--- config.mk ---
export PLATFORM = sky130hd
export DESIGN_NAME = riscvsys_evcnt
export DESIGN_NICKNAME = d
export VERILOG_FILES = /design/src/rtl/riscvsys_evcnt_pkg.sv /design/src/rtl/riscvsys_evcnt_ctr.sv /design/src/rtl/riscvsys_evcnt.sv
export SDC_FILE = /design/constraint.sdc
export NUM_CORES = 2
export LEC_CHECK = 0
export ABC_AREA = 1
export ABC_CLOCK_PERIOD_IN_PS = 23200
export BUFFER_PORTS_ARGS = -buffer_cell sky130_fd_sc_hd__buf_4
export CAP_MARGIN = 20
export CORE_MARGIN = 2
export CORE_UTILIZATION = 30
export CTS_BUF_LIST = sky130_fd_sc_hd__clkbuf_16
export DETAILED_ROUTE_END_ITERATION = 16
export PLACE_DENSITY = 0.51
export SYNTH_ARGS = -nofsm -noshare
export SYNTH_HDL_FRONTEND = slang
export SYNTH_HIERARCHICAL = 1
export SYNTH_SLANG_ARGS = --single-unit
export TNS_END_PERCENT = 30
--- constraint.sdc ---
create_clock -name i_clk -period 23.2 [get_ports i_clk]
set_input_delay 4.64 -clock i_clk [delete_from_list [all_inputs] [get_ports i_clk]]
set_output_delay 4.64 -clock i_clk [all_outputs]
set_load 0.02 [all_outputs]
--- src/rtl/riscvsys_evcnt_pkg.sv ---
// riscvsys_evcnt_pkg: register map offsets and CTRL bit positions for the event counter bank
package riscvsys_evcnt_pkg;
   localparam logic [8:0] OFF_CTRL      = 9'h000;
   localparam logic [8:0] OFF_NEV       = 9'h004;
   localparam logic [8:0] OFF_OVF       = 9'h008;
   localparam logic [8:0] OFF_SNAP_BASE = 9'h100;
   localparam int CTRL_EN   = 0;
   localparam int CTRL_CLR  = 1;
   localparam int CTRL_SNAP = 2;
   localparam int WIN_BYTES = 512;
endpackage

--- src/rtl/riscvsys_evcnt_ctr.sv ---
// riscvsys_evcnt_ctr: one saturating event counter with enable and synchronous clear
module riscvsys_evcnt_ctr #(
   parameter int CNT_W = 32
) (
   input  logic             i_clk,
   input  logic             i_rst,
   input  logic             i_en,
   input  logic             i_inc,
   input  logic             i_clr,
   output logic [CNT_W-1:0] o_cnt,
   output logic             o_sat
);
   logic [CNT_W-1:0] cnt_q, cnt_d;
   logic             full;
   assign full  = &cnt_q;
   assign o_cnt = cnt_q;
   // an event arriving at all-ones is dropped and flagged; clear beats the event
   assign o_sat = i_en & i_inc & full & ~i_clr;
   // next count: clear first, otherwise increment unless already saturated
   always_comb begin
      cnt_d = i_clr ? '0 : (i_en & i_inc & ~full) ? cnt_q + CNT_W'(1) : cnt_q;
   end
   // counter register
   always_ff @(posedge i_clk or posedge i_rst) begin
      if (i_rst) cnt_q <= '0;
      else cnt_q <= cnt_d;
   end
endmodule

--- src/rtl/riscvsys_evcnt.sv ---
// riscvsys_evcnt: bus-mapped bank of saturating event counters with coherent snapshots
module riscvsys_evcnt
   import riscvsys_evcnt_pkg::*;
#(
   parameter int          N_EV  = 16,
   parameter int          CNT_W = 32,
   parameter logic [31:0] BASE  = 32'h3000_0000
) (
   input  logic            i_clk,
   input  logic            i_rst,
   input  logic [N_EV-1:0] i_ev,
   input  logic            i_valid,
   input  logic [31:0]     i_addr,
   input  logic [31:0]     i_wdata,
   input  logic [3:0]      i_wstrb,
   output logic            o_hit,
   output logic            o_ready,
   output logic [31:0]     o_rdata
);
   logic [CNT_W-1:0] cnt [N_EV];
   logic [CNT_W-1:0] snap_q [N_EV];
   logic [N_EV-1:0]  sat, ovf_q, ovf_d;
   logic             ready_q, ready_d, en_q, en_d;
   logic [31:0]      rdata_q, rdata_d, rd_val, rd_snap;
   logic [8:0]       off;
   logic             wr_ctrl, clr, snap;
   logic             unused;
   assign unused  = ^{i_addr[1:0], i_wdata[31:3]};
   assign o_hit   = (i_addr - BASE) < 32'(WIN_BYTES);
   assign off     = {i_addr[8:2], 2'b00};
   // CTRL writes commit on the acknowledge cycle, when the master still holds the request
   assign wr_ctrl = i_valid & o_hit & ready_q & (|i_wstrb) & (off == OFF_CTRL);
   assign clr     = wr_ctrl & i_wdata[CTRL_CLR];
   assign snap    = wr_ctrl & i_wdata[CTRL_SNAP];
   assign o_ready = ready_q;
   assign o_rdata = rdata_q;
   for (genvar g = 0; g < N_EV; g++) begin : g_ctr
      riscvsys_evcnt_ctr #(.CNT_W(CNT_W)) u_ctr (
         .i_clk (i_clk),
         .i_rst (i_rst),
         .i_en  (en_q),
         .i_inc (i_ev[g]),
         .i_clr (clr),
         .o_cnt (cnt[g]),
         .o_sat (sat[g])
      );
   end
   // read mux: only snapshots are visible, so multi-counter readouts stay coherent
   always_comb begin
      rd_snap = '0;
      for (int k = 0; k < N_EV; k++)
         if (off == OFF_SNAP_BASE + 9'(4 * k)) rd_snap = 32'(snap_q[k]);
      rd_val = off == OFF_CTRL ? 32'(en_q) :
               off == OFF_NEV  ? 32'(N_EV) :
               off == OFF_OVF  ? 32'(ovf_q) : rd_snap;
   end
   // next state for ack, read data, enable and sticky overflow
   always_comb begin
      ready_d = i_valid & o_hit & ~ready_q;
      rdata_d = ready_d ? rd_val : '0;
      en_d    = wr_ctrl ? i_wdata[CTRL_EN] : en_q;
      ovf_d   = clr ? '0 : ovf_q | sat;
   end
   // control and bus response registers
   always_ff @(posedge i_clk or posedge i_rst) begin
      if (i_rst) begin
         ready_q <= 1'b0;
         rdata_q <= '0;
         en_q    <= 1'b0;
         ovf_q   <= '0;
      end else begin
         ready_q <= ready_d;
         rdata_q <= rdata_d;
         en_q    <= en_d;
         ovf_q   <= ovf_d;
      end
   end
   // snapshot array captures pre-increment counts at the committing edge
   always_ff @(posedge i_clk or posedge i_rst) begin
      if (i_rst) begin
         for (int k = 0; k < N_EV; k++) snap_q[k] <= '0;
      end else if (snap) begin
         for (int k = 0; k < N_EV; k++) snap_q[k] <= cnt[k];
      end
   end
endmodule

==> metrics.yaml <==
path_common_cell: "buf_4"
numPortBuffers: 89
synth-edff-count: 0
seq_power_share: 0.465
hold_ws_ns: 0.483
vias_per_cell: 4.83
clkSlewWorstSetupHoldPaths_ns: 0.05
num_rows: 170
comb_power_share: 0.016
finalSetupViolations: 0
path_cells: "buf_4 > nor4_1 > nand2_1 > and3b_1 > buf_4"
synthArstFlopShare: 1.00
htree_levels: 4
tightest_slew_ns: 1.14
synth.cell_area_um2: 64800
avgSynthCellArea_um2: 8.50
period_share: 0.435
drive_gt1_frac: 0.162
post_cts_buffers: 0
initial_utilization: 0.302
cp.arrival_ns: 5.46
cp_num_buf_inv: 2
die_area_um2: 220000
die_w_um: 469
multi_input_area_um2: 33200
maxCapViolations: 0
grt_setup_unrepaired: "false"
crit_slowest_cell: "nor4_1"
cts-root-buf: "clkbuf_16"
seq_area_frac_synth: 0.415
p_per_area_nw_per_um2: 56.6
ys_ff_latch: 1074
clkPwrFrac: 0.519
crit_required_ns: 18.56
antenna_found_initial: 7
synth_most_common_cell: "nand2_1"
post_drt_wl_per_cell_um: 18.9
grt_pass1_wl_mm: 310
syn_nets: 7728
num_io_pins: 121
crit_path_max_fanout: 2
period_needed_ns: 10.10
coreArea_um2: 215000
grt_max_degree: 185
cp_slowest_stage_delay_ns: 0.26
first_global_vias: 49971
synth_top_area_share: 0.415
synth.distinct_cells: 42
gp_congestion: 0.909
clock.fmax_mhz: 99.0
synth_common_cells: "nand2_1, dfrtp_1, nor2_1"
switching_share: 0.229
drtPass1Iterations: 6
p_switching_mw: 0.923
min_from: "ovf_q[5]"
stdcell_count: 10614
clock_latency_ns: 0.80
seqCellArea_um2: 26900
setup-tns-final_ns: 0
cp-end-kind: "output port"
cts_buffer_depth: 3
wl_mm: 201
hold_depth: 2
cts-resized-gates: 0
peakVddDrop_uv: 76.6
total_power_mw: 4.03
cts_tree: "yes"
timing.rr.end: "snap_q[117]"
fin_nets: 7778
die_h_um: 469
yosysTopAreaCell: "dfrtp_1"
grt_usage: 0.183
rrSetupSlack_ns: 19.50
ant_nets: 0
holdPathEnd: "ovf_q[5]"
dp.final_hpwl_mm: 147
grt_overflow_total: 0
hold_viol_final: 0
finalClockSkew_ns: 0.0393
drv_slew: 0
utilization: 0.332
route.detailed.drc: 0
path_class: "in2out"
rr_worst_depth: 6
syn_inst: 7625
dp.cells: 10376
crit-reg2reg-launch: "o_ready"
n_fill_cell: 22314
vias: 51259
cts_hold_buf: 0
status: "finished clean"
relSlewSlack: 0.243
cts_sinks: 1074
p_leak_nw: 31.9
critPathTopFamily: "simple AND/OR/NAND/NOR gates"
syn_to_final_growth_pct: 9.98
hold_path.class: "reg2reg"
cts_buffers: 134
p_int_mw: 3.11
synthTopCellsByArea: "dfrtp_1, nand2_1, mux2_1"
drt-initial-drc-count: 3937
synth_ff_type: "dfrtp_1"
synth_warnings: 6
worstSetupStartpointType: "primary input"
-- cell usage in the layout, fill, tap and decap left out, drive strengths merged, types with 2 or more instances in the layout --
master       n
nor3        59
buf        156
dfrtp     1074
xor2        64
ha          16
or2         17
clkbuf     140
and2        19
a21oi       41
clkinv      71
nor2      1056
o22ai        6
nor3b        2
nor4         5
nand2     2427
clkinvlp     2
bufinv      12
o21ai      447
mux2       513
inv        567
xnor2      144
nand4      100
nand3b      81
diode        2
nand3      753
-- layout make-up --
| cell class | instances | area share |
|---|---|---|
| flip-flops and latches | 1074 | 0.377 |
| clock inverters | 95 | 0.0112 |
| inverters | 557 | 0.0295 |
| multi-input cells | 5752 | 0.466 |
| well taps | 2838 | 0.0498 |
| repair buffers | 156 | 0.0172 |
| diodes | 2 | 0.0000702 |
| clock buffers | 140 | 0.0491 |
-- power by group through the flow --
stage,clock network (mW),registers (mW),logic [mW]
final,2.09,1.87,0.0645
after global routing,2.22,1.87,0.0743
after CTS,2.15,1.87,0.0678
after detailed placement,0,1.91,0.0677
after global placement,0,1.91,0.0668
after floorplan,0,1.91,0.0333
-- registers in the layout, indices dropped and copies added (netlist names) --
signal             count
en_q                   1
o_rdata               32
ovf_q                 16
snap_q               512
o_ready                1
g_ctr.u_ctr/o_cnt    512
-- cell families after synthesis --
family,Yosys count,share of synthesized area
flops,1074,0.415
buf+inv,799,0.0734
fa+ha+maj,16,0.00309
mux,513,0.0891
compound gates,495,0.0569
xor+xnor,208,0.0281
simple gates,4520,0.335
-- stage by stage --
| stage | area [um2] | setup WS (ns) |
|---|---|---|
| floorplan | 64800 | 2.84 |
| global placement | 67000 | 13.06 |
| detailed placement | 67000 | 13.09 |
| CTS | 71300 | 13.09 |
| global route | 71300 | 13.01 |
| finish | 71300 | 13.10 |
-- routing by layer --
metal | GRT usage | share of wire
met1 | 0.248 | 0.46
met2 | 0.297 | 0.47
met3 | 0.0215 | 0.041
met4 | 0.0695 | 0.038
met5 | 0 | 0
-- worst reg2reg max path, delay by kind of cell, from the launching register on --
kind	cells	cell delay, ns
DFF	1	0.37
buffers and inverters	3	2.04
and+or+nand+nor	2	0.68
muxes	1	0.48
-- worst max-delay path by stage --
| stage | from | endpoint | slack, ns | cells after the start |
|---|---|---|---|---|
| 2_1_floorplan | i_rst | en_q | 2.84 | 1 |
| 3_3_place_gp | i_addr[18] | o_hit | 13.06 | 5 |
| 3_5_place_dp | i_addr[18] | o_hit | 13.09 | 5 |
| 4_1_cts | i_addr[18] | o_hit | 13.09 | 5 |
| 5_1_grt | i_addr[22] | o_hit | 13.01 | 5 |
| 6_report | i_addr[18] | o_hit | 13.10 | 5 |
(Power assumes the default switching activity.)
